`src/rtl/rw_core_arbiter.sv`:
```
// Round-robin arbiter sharing one streaming core between N requesters; each burst is
// captured into an id-tagged output FIFO. Define RW_ARB_PRIO0_EN to give requester 0 fixed priority.
module rw_core_arbiter #(
  parameter int N     = 4,
  parameter int DEPTH = 16,
  parameter int LW    = 5,
  parameter int IDW   = 2
) (
  input  logic           clk,
  input  logic           rst,
  input  logic [N-1:0]   req,
  input  logic [N-1:0]   req_mode,
  input  logic [LW-1:0]  burst_len,
  output logic [N-1:0]   gnt,
  output logic [N-1:0]   done,
  output logic           dev_rst,
  output logic           dev_in,
  input  logic [7:0]     dev_out,
  output logic           m_valid,
  input  logic           m_ready,
  output logic [7:0]     m_data,
  output logic [IDW-1:0] m_id,
  output logic [1:0]     dbg_state
);
  localparam int AW = $clog2(DEPTH);
  localparam int CW = AW + 1;
  localparam int MW = (LW > CW) ? LW : CW;

  typedef enum logic [1:0] {IDLE = 2'd0, DEVRST = 2'd1, RUN = 2'd2} state_e;

  state_e         state_q, state_d;
  logic [IDW-1:0] id_q, id_d, last_q, last_d;
  logic           mode_q, mode_d;
  logic [LW-1:0]  len_q, len_d, cnt_q, cnt_d;
  logic [N-1:0]   gnt_q, gnt_d, done_q, done_d;
  logic           dev_rst_q, dev_rst_d, dev_in_q, dev_in_d;

  logic [IDW+7:0] mem_q [DEPTH];
  logic [AW-1:0]  wr_q, wr_d, rd_q, rd_d;
  logic [CW-1:0]  count_q, count_d;
  logic           push, pop;

  logic [N-1:0]   elig;
  logic [MW-1:0]  free_w;
  logic           found;
  logic [IDW-1:0] win, cand;
  int             rr_idx;

  assign m_valid = (count_q != '0);
  assign {m_id, m_data} = mem_q[rd_q];
  assign push = (state_q == RUN);
  assign pop  = m_valid && m_ready;

  // Admission uses the registered occupancy; a pop this cycle is not credited.
  always_comb begin
    free_w = MW'(DEPTH) - MW'(count_q);
    for (int i = 0; i < N; i++)
      elig[i] = req[i] && (burst_len != '0) && (MW'(burst_len) <= free_w);
    found  = 1'b0;
    win    = '0;
    rr_idx = 0;
    cand   = '0;
`ifdef RW_ARB_PRIO0_EN
    if (elig[0]) begin
      found = 1'b1;
      win   = '0;
    end
`endif
    for (int k = 1; k <= N; k++) begin
      rr_idx = (int'(last_q) + k) % N;
      cand   = IDW'(rr_idx);
`ifdef RW_ARB_PRIO0_EN
      if (!found && (rr_idx != 0) && elig[cand]) begin
`else
      if (!found && elig[cand]) begin
`endif
        found = 1'b1;
        win   = cand;
      end
    end
  end

  always_comb begin
    state_d = state_q;
    id_d    = id_q;
    mode_d  = mode_q;
    len_d   = len_q;
    cnt_d   = cnt_q;
    last_d  = last_q;
    done_d  = '0;
    case (state_q)
      IDLE: begin
        if (found) begin
          state_d = DEVRST;
          id_d    = win;
          mode_d  = req_mode[win];
          len_d   = burst_len;
        end
      end
      DEVRST: begin
        state_d = RUN;
        cnt_d   = '0;
      end
      RUN: begin
        cnt_d = cnt_q + LW'(1);
        if (cnt_q == len_q - LW'(1)) begin
          state_d = IDLE;
          done_d  = N'(1) << id_q;
`ifdef RW_ARB_PRIO0_EN
          if (id_q != '0) last_d = id_q;
`else
          last_d = id_q;
`endif
        end
      end
      default: state_d = IDLE;
    endcase
    // Outputs are registered, so they are decoded from the next state.
    gnt_d     = (state_d == IDLE) ? '0 : (N'(1) << id_d);
    dev_rst_d = (state_d == DEVRST);
    dev_in_d  = (state_d != IDLE) && mode_d;
    wr_d      = push ? wr_q + AW'(1) : wr_q;
    rd_d      = pop ? rd_q + AW'(1) : rd_q;
    count_d   = count_q + CW'(push) - CW'(pop);
  end

  always_ff @(posedge clk) begin
    if (rst) begin
      state_q   <= IDLE;
      id_q      <= '0;
      mode_q    <= 1'b0;
      len_q     <= '0;
      cnt_q     <= '0;
      last_q    <= IDW'(N - 1);
      gnt_q     <= '0;
      done_q    <= '0;
      dev_rst_q <= 1'b1;
      dev_in_q  <= 1'b0;
      wr_q      <= '0;
      rd_q      <= '0;
      count_q   <= '0;
    end else begin
      state_q   <= state_d;
      id_q      <= id_d;
      mode_q    <= mode_d;
      len_q     <= len_d;
      cnt_q     <= cnt_d;
      last_q    <= last_d;
      gnt_q     <= gnt_d;
      done_q    <= done_d;
      dev_rst_q <= dev_rst_d;
      dev_in_q  <= dev_in_d;
      wr_q      <= wr_d;
      rd_q      <= rd_d;
      count_q   <= count_d;
    end
  end

  always_ff @(posedge clk) begin
    if (push) mem_q[wr_q] <= {id_q, dev_out};
  end

  assign gnt       = gnt_q;
  assign done      = done_q;
  assign dev_rst   = dev_rst_q;
  assign dev_in    = dev_in_q;
  assign dbg_state = state_q;

`ifndef SYNTHESIS
  a_no_overflow: assert property (@(posedge clk) disable iff (rst)
    !(push && !pop && (count_q == CW'(DEPTH))));
`endif
endmodule

```
`config.mk`:
```
export PLATFORM = sky130hd
export DESIGN_NAME = rw_core_arbiter
export DESIGN_NICKNAME = d
export VERILOG_FILES = /design/src/rtl/rw_core_arbiter.sv
export SDC_FILE = /design/constraint.sdc
export NUM_CORES = 1
export LEC_CHECK = 0
export BUFFER_PORTS_ARGS = -buffer_cell sky130_fd_sc_hd__buf_2
export CAP_MARGIN = 30
export CORE_UTILIZATION = 42
export DETAILED_ROUTE_END_ITERATION = 7
export GPL_ROUTABILITY_DRIVEN = 0
export SLEW_MARGIN = 20
export SYNTH_ARGS = -nofsm -noshare
export SYNTH_HDL_FRONTEND = slang
export SYNTH_SLANG_ARGS = --single-unit
```
`constraint.sdc`:
```
create_clock -name clk -period 3.1 [get_ports clk]
set_input_delay 0.155 -clock clk [delete_from_list [all_inputs] [get_ports clk]]
set_output_delay 0.155 -clock clk [all_outputs]
set_load 0.03 [all_outputs]
```
## Word-level counts from Yosys, hierarchy flattened

Memories as Yosys holds them, arrays and structs flattened. A register that Yosys moved wholly into a read port is not among the register bits.
Index checks and enable logic that the tools add are counted.

| storage, ports and cells | value |
|---|---|
| bits in registers | 40 |
| memory bits (writable) | 160 |
| bits of input ports | 24 |
| output and inout bits | 23 |
| memories | 1 |

Memories:

| memory | words | width | read ports | clocked after memory_dff | wr ports | line | text |
|---|---|---|---|---|---|---|---|
| mem_q | 16 | 10 | 1 | 1 | 1 | 38 | `logic [IDW+7:0] mem_q [DEPTH];` |

| cells by class | value |
|---|---|
| add/subtract/negate cells | 11 |
| magnitude comparators | 6 |
| eq/ne operators | 4 |
| shifts and indexed selects | 2 |
| mux-type cells | 30 |
| bitwise logic cells | 2 |
| reductions and logical operators | 26 |

Operator list:

| operator | count |
|---|---|
| 2-bit 2-to-1 mux | 8 |
| 2-bit by 3-bit less-than comparator with 1-bit output (second input constant) | 5 |
| 1-bit logical AND | 13 |
| 1-bit 2-to-1 mux | 13 |
| 1-bit binary-select mux with 2-bit select | 5 |
| 5-bit one-hot mux with 2 select lines | 1 |
| 5-bit nonzero test | 2 |
| 4-bit by 1-bit adder with 4-bit output (second input constant) | 2 |
| 4-bit 2-to-1 mux | 2 |
| 1-bit by 2-bit << shifter with 4-bit output (first input constant) | 2 |
| 2-bit one-hot mux with 3 select lines | 1 |
| 5-bit by 1-bit adder with 5-bit output | 1 |
| 5-bit by 1-bit adder with 5-bit output (second input constant) | 1 |
| 5-bit == test | 1 |
| 5-bit <= comparator | 1 |
| 5-bit by 1-bit subtractor with 5-bit output | 1 |
| 5-bit by 1-bit subtractor with 5-bit output (second input constant) | 1 |
| 5-bit subtractor (first input constant) | 1 |
| 2-bit by 1-bit adder with 2-bit output (second input constant) | 2 |
| 2-bit adder (second input constant) | 2 |
| 2-bit by 1-bit == test with 1-bit output (second input constant) | 2 |
| 2-bit logical NOT | 2 |
| 2-bit AND reduction | 2 |
| 2-bit nonzero test | 2 |
| other kinds (5) | 8 |

## Logic depth before layout (Yosys ltp)

| logic depth | value |
|---|---|
| word-level depth | 20 |
| depth in mapped cells | 16 |
| mapped depth without buffers | 15 |

## Least setup slack after synthesis

OpenSTA, ideal clock, no wires.

| timing path | value |
|---|---|
| path kind | reg-to-reg |
| from | reg count_q[1] |
| to | reg gnt_q[2], in the netlist gnt[2] |
| data arrival time | 2.698 ns |
| slack | 0.287 ns |
| stages on the path, launching flop included | 13 |
| path through | dfxtp_1 -> inv_1 -> ha_1 -> and2_1 -> ha_1 -> ha_1 -> nand4_1 -> or2_1 -> a21oi_2 -> and2_1 -> buf_6 -> mux2_4 -> and3b_1 |

| on the way | value |
|---|---|
| longest elaborated chain between the ends | 19 |
| elaborated cells on any way between the ends | 35 |

Ends and longest elaborated chain:

| item | line | text |
|---|---|---|
| start, declared | 40 | `logic [CW-1:0] count_q, count_d;` |
| start signal, assigned | 155 | `count_q <= count_d;` |
| 5-bit subtractor (*) | 56 | `free_w = MW'(DEPTH) - MW'(count_q);` |
| 5-bit <= comparator (*) | 58 | `elig[i] = req[i] && (burst_len != '0) && (MW'(burst_len) <= free_w);` |
| 1-bit logical AND | 58 |  |
| 1-bit binary-select mux with 2-bit select | 75 | `if (!found && elig[cand]) begin` |
| 1-bit 2-to-1 mux (not written as such) | 75 |  |
| 1-bit 2-to-1 mux | 75 |  |
| 1-bit logical NOT | 75 |  |
| 1-bit logical AND | 75 |  |
| (+3 left out) | - |  |
| 1-bit 2-to-1 mux | 75 |  |
| 1-bit logical NOT | 75 |  |
| 1-bit logical AND | 75 |  |
| 1-bit 2-to-1 mux | 75 |  |
| 2-bit 2-to-1 mux | 93 | `if (found) begin` |
| 2-bit one-hot mux with 3 select lines | 91 | `case (state_q)` |
| 2-bit logical NOT | 119 | `gnt_d = (state_d == IDLE) ? '0 : (N'(1) << id_d);` |
| 2-bit OR reduction (no source line) | - |  |
| end signal, assigned | 149 | `gnt_q <= gnt_d;` |
| end, declared | 35 | `logic [N-1:0] gnt_q, gnt_d, done_q, done_d;` |

Mark *: on every way between the ends. The rest lies on a longest branch, timed or not. The select of a mux whose other input is x is not followed.
A chain may end at the register's enable or synchronous reset.

## Final worst setup path

Same ends and word-level chain as after synthesis.

==> Implementation_results.wiki <==
{| class="wikitable"
! Metric !! Value
|-
| Critical path launch point type || flop
|-
| Top cell type's share of synthesized area || 0.5696
|-
| Ports || 47
|-
| Share of the yosys chip area belonging to registers || 0.6740
|-
| Most frequent cell on the critical path || sky130_fd_sc_hd__ha_1
|-
| Top library cells by usage in the layout, fill and taps aside || 160 x sky130_fd_sc_hd__edfxtp_1, 50 x sky130_fd_sc_hd__mux4_2, 46 x sky130_fd_sc_hd__buf_2
|-
| Clock power share || 0.300
|-
| Area grow syn2layout || 15.72%
|-
| Summed negative setup slack over all endpoints || 0 ps
|-
| Avg Vias per Cell || around 5.3
|-
| Tcrit/Tclk final || 0.9382
|-
| Crit-path leading delay family || simple AND/OR/NAND/NOR gates
|-
| Cell Area, Placed || ~9000 sq um
|-
| Total buffers and inverters traversed by the critical path || 1
|-
| Cell with the biggest individual delay on the critical path || sky130_fd_sc_hd__dfxtp_1
|-
| Internal Power || about 5.6 mW
|-
| DRT iter0 DRCs || 243
|-
| CTS tree || done
|-
| Initial cell density of the core || 0.4306
|-
| Share of power burned in combinational logic || 0.282
|-
| Max Clk Rate || between 300 and 400 MHz
|-
| Count of antenna diodes in the layout || 0
|-
| Number of endpoints failing setup at the final stage || 0
|-
| CP required || approximately 3500 ps
|-
| Total Routing Usage GR || 0.1744
|-
| Delay of the slowest critical-path stage || 380 ps
|-
| Num CTS Buffers || 22
|-
| Clock-pin slew reported for the worst setup and hold paths after clock tree synthesis || 60 ps
|-
| Final Critical Period || 2909 ps
|-
| Async SR Flop Fraction || 0
|-
| Clock buffer depth || 3
|-
| Main combinational cell family by area after synthesis || multiplexers
|-
| Worst hold-check slack || 22.30 ps
|-
| Via count || around 4500
|-
| Buffer cell driving the clock tree root || sky130_fd_sc_hd__clkbuf_16
|-
| Syn. warnings || 0
|-
| Crit Path Max Fanout || 6
|-
| CTS HTree Levels || 1
|-
| Yosys cell types || between 50 and 60
|-
| Number of flops mapped to enable cells by yosys || between 150 and 200
|-
| Global-route wire length before repair || 26.28 mm
|-
| Final cell area excluding filler cells || 9762 sq um
|-
| Largest net degree at the start of global routing || 32
|-
| Slew at the pin with the worst max-slew slack || between 800 and 900 ps
|-
| Count of buffers inserted at the top-level ports || 46
|-
| Nets || 613
|-
| VDD IR-drop max || a little under 500 uV
|-
| Class of the most critical setup path || flop to flop
|-
| Post-synthesis compound-gate area fraction || 0.03530
|-
| Share of cells above drive strength 1 || 0.2642
|-
| Clock Latency Late Sink || approximately 510 ps
|-
| Biggest area contributors in the synthesized netlist || sky130_fd_sc_hd__edfxtp_1 57%, sky130_fd_sc_hd__mux4_2 13%, sky130_fd_sc_hd__dfxtp_1 10%
|-
| Post-synthesis register bit count || between 200 and 250
|-
| Fraction of the mapped netlist area in adder cells || 0.03945
|-
| Class of the tightest hold or removal check || input port to flop
|-
| Cell type with the highest aggregate area in the netlist || sky130_fd_sc_hd__edfxtp_1
|-
| Sequential cell fraction of total power || 0.418
|-
| Commonest non-fill, non-tap cell in the layout || sky130_fd_sc_hd__edfxtp_1
|-
| Clock Sinks || about 200
|-
| Number of nets in the synthesized netlist || approximately 550
|-
| Post-DR wirelength/cell || just over 20 um
|-
| Number of global-route vias before repair || about 4600
|-
| Max Cap Violations || 0
|-
| Aggregate routed wire length || 17.13 mm
|-
| Simple-Gate Fraction of Synth Area || 0.07342
|-
| Post-synthesis share of cell area spent on xor and xnor gates || 0.01869
|-
| List of cells traversed by the critical path || inv_1 > ha_1 > and2_1 > ha_1 > ha_1 > nand4_1 > or2_1 > a21oi_4 > and2_1 > mux2_4 > and3b_1
|-
| Count of final max-slew check failures || 0
|-
| Count of TritonRoute iterations in the first routing pass || 4
|-
| Switching share of total power || 0.3020
|-
| DRC || 0
|-
| Worst-case clock skew || between 20 and 25 ps
|-
| Post-CTS setup-driven buffer insertion count || 0
|-
| Cell count after synthesis || a little under 500
|-
| Tightest slew margin relative to the limit || 0.4470
|-
| Die extent in x || about 140 um
|-
| Syn Area/Cell || around 17 sq um
|-
| Core area || 19590 sq um
|-
| CP Capture Type || flop
|-
| Leak pwr || about 3.3 nW
|-
| Signal arrival time at the worst endpoint || approximately 3300 ps
|-
| Net switching power || roughly 2.4 mW
|-
| Remaining Overflow, GRT || 0
|-
| Overall die area || between 20000 and 25000 sq um
|-
| Fin. Hold Viols || 0
|-
| Die H || 143.7 um
|-
| P per Cell Area || between 800 and 900 nW/um^2
|-
| Multiplexer area fraction after synthesis || 0.1402
|-
| Hpwl dp || 10.82 mm
|-
| Result of the run || completed
|-
| Top flip-flop cell by instance count after synthesis || sky130_fd_sc_hd__edfxtp_1
|-
| Post-synthesis instance area || ~8400 sq um
|-
| Antenna violations before repair || 0
|-
| Site Rows || 51
|-
| Unrepaired setup endpoints after global routing || no
|-
| DRT antenna net count || 0
|}
## metal layers
metal	wire, um	GRT usage	share of wire	vias up
met5	0	0	0	-
met4	371	0.05039	0.022	0
met3	546	0.02632	0.032	30
met2	8549	0.3051	0.50	87
met1	7663	0.2241	0.45	2308
li1	-	-	-	2054
## path summary, 6_finish.rpt
check / start / slack [ps] / endpoint / depth (start not counted)
setup / recovery: count_q[1] / 190 / gnt[2] / 11
hold / removal: dev_out[6] / 20 / mem_q[4][6] / 1
setup reg to reg: count_q[1] / 190 / gnt[2] / 11
hold reg to reg: len_q[4] / 490 / len_q[4] / 2
## cell type report
| cell class | count | area [sq um] |
|---|---|---|
| Sequential cell | 204 | 5688 |
| Clock buffer | 32 | 619.3 |
| Timing Repair Buffer | 61 | 392.9 |
| Multi-Input combinational cell | 253 | 2597 |
| Tap cell | 265 | 331.6 |
| Inverter | 21 | 78.83 |
| Fill cell | 1646 | 9828 |
| Clock inverter | 8 | 53.80 |
## Yosys cell counts (3+ instances only)
cell type	count
sky130_fd_sc_hd__dfxtp_1	44
sky130_fd_sc_hd__mux2i_1	3
sky130_fd_sc_hd__nand2b_1	4
sky130_fd_sc_hd__a21oi_1	16
sky130_fd_sc_hd__mux4_2	50
sky130_fd_sc_hd__nand2_1	17
sky130_fd_sc_hd__ha_1	25
sky130_fd_sc_hd__xnor2_1	7
sky130_fd_sc_hd__inv_1	21
sky130_fd_sc_hd__edfxtp_1	160
sky130_fd_sc_hd__and3_1	3
sky130_fd_sc_hd__nor3b_1	3
sky130_fd_sc_hd__clkbuf_1	9
sky130_fd_sc_hd__buf_1	3
sky130_fd_sc_hd__nor4_1	3
sky130_fd_sc_hd__xor2_1	11
sky130_fd_sc_hd__nor2b_1	5
sky130_fd_sc_hd__and2_1	19
sky130_fd_sc_hd__nor2_1	31
sky130_fd_sc_hd__nor3_1	4
sky130_fd_sc_hd__or3_1	3
sky130_fd_sc_hd__buf_2	5
sky130_fd_sc_hd__nand4_1	5
## kinds of logic (layout without fill, tap and decap cells)
| logic type | count (synthesis) | after routing |
|---|---|---|
| AOI/OAI and AO/OA | 41 | 41 |
| buffers and inverters | 39 | 122 |
| and+or+nand+nor | 113 | 113 |
| muxes | 55 | 55 |
| xor gates and xnor gates | 18 | 18 |
| adders and majority gates | 26 | 26 |
| DFF | 204 | 204 |
## registers in the layout, indices dropped and copies added (netlist names), 4 cells and up, named ones only
| name | flops |
|---|---|
| cnt_q | 5 |
| count_q | 5 |
| done | 4 |
| gnt | 4 |
| len_q | 5 |
| mem_q | 160 |
| rd_q | 4 |
| wr_q | 4 |
## what timing repair did
| item | in CTS | in global routing |
|---|---|---|
| hold endpoints to repair | 5 | 0 |
| endpoints found under the setup margin | 0 | 5 |
| gates resized for setup | 0 | 1 |
| hold buffers | 5 | 0 |
## power groups by stage
stage	sequential, mW	combinational (mW)	clock, mW
3_3_place_gp	3.40	2.21	0
4_1_cts	3.36	2.28	2.46
5_1_grt	3.38	2.51	2.55
3_5_place_dp	3.42	2.27	0
6_report	3.35	2.26	2.41
2_1_floorplan	3.36	1.72	0
## metrics by stage
stage | util | worst slack (ps) | power, mW | std cells
2_1_floorplan | - | 286.8 | 5.073 | 496
3_3_place_gp | 0.4610 | 205.1 | 5.607 | 799
3_5_place_dp | 0.4610 | 110.7 | 5.685 | 799
4_1_cts | 0.4979 | 108.8 | 8.098 | 844
5_1_grt | 0.4983 | 12.23 | 8.446 | 844
6_report | 0.4983 | 191.4 | 8.023 | 844
(Power assumes the default switching activity.)
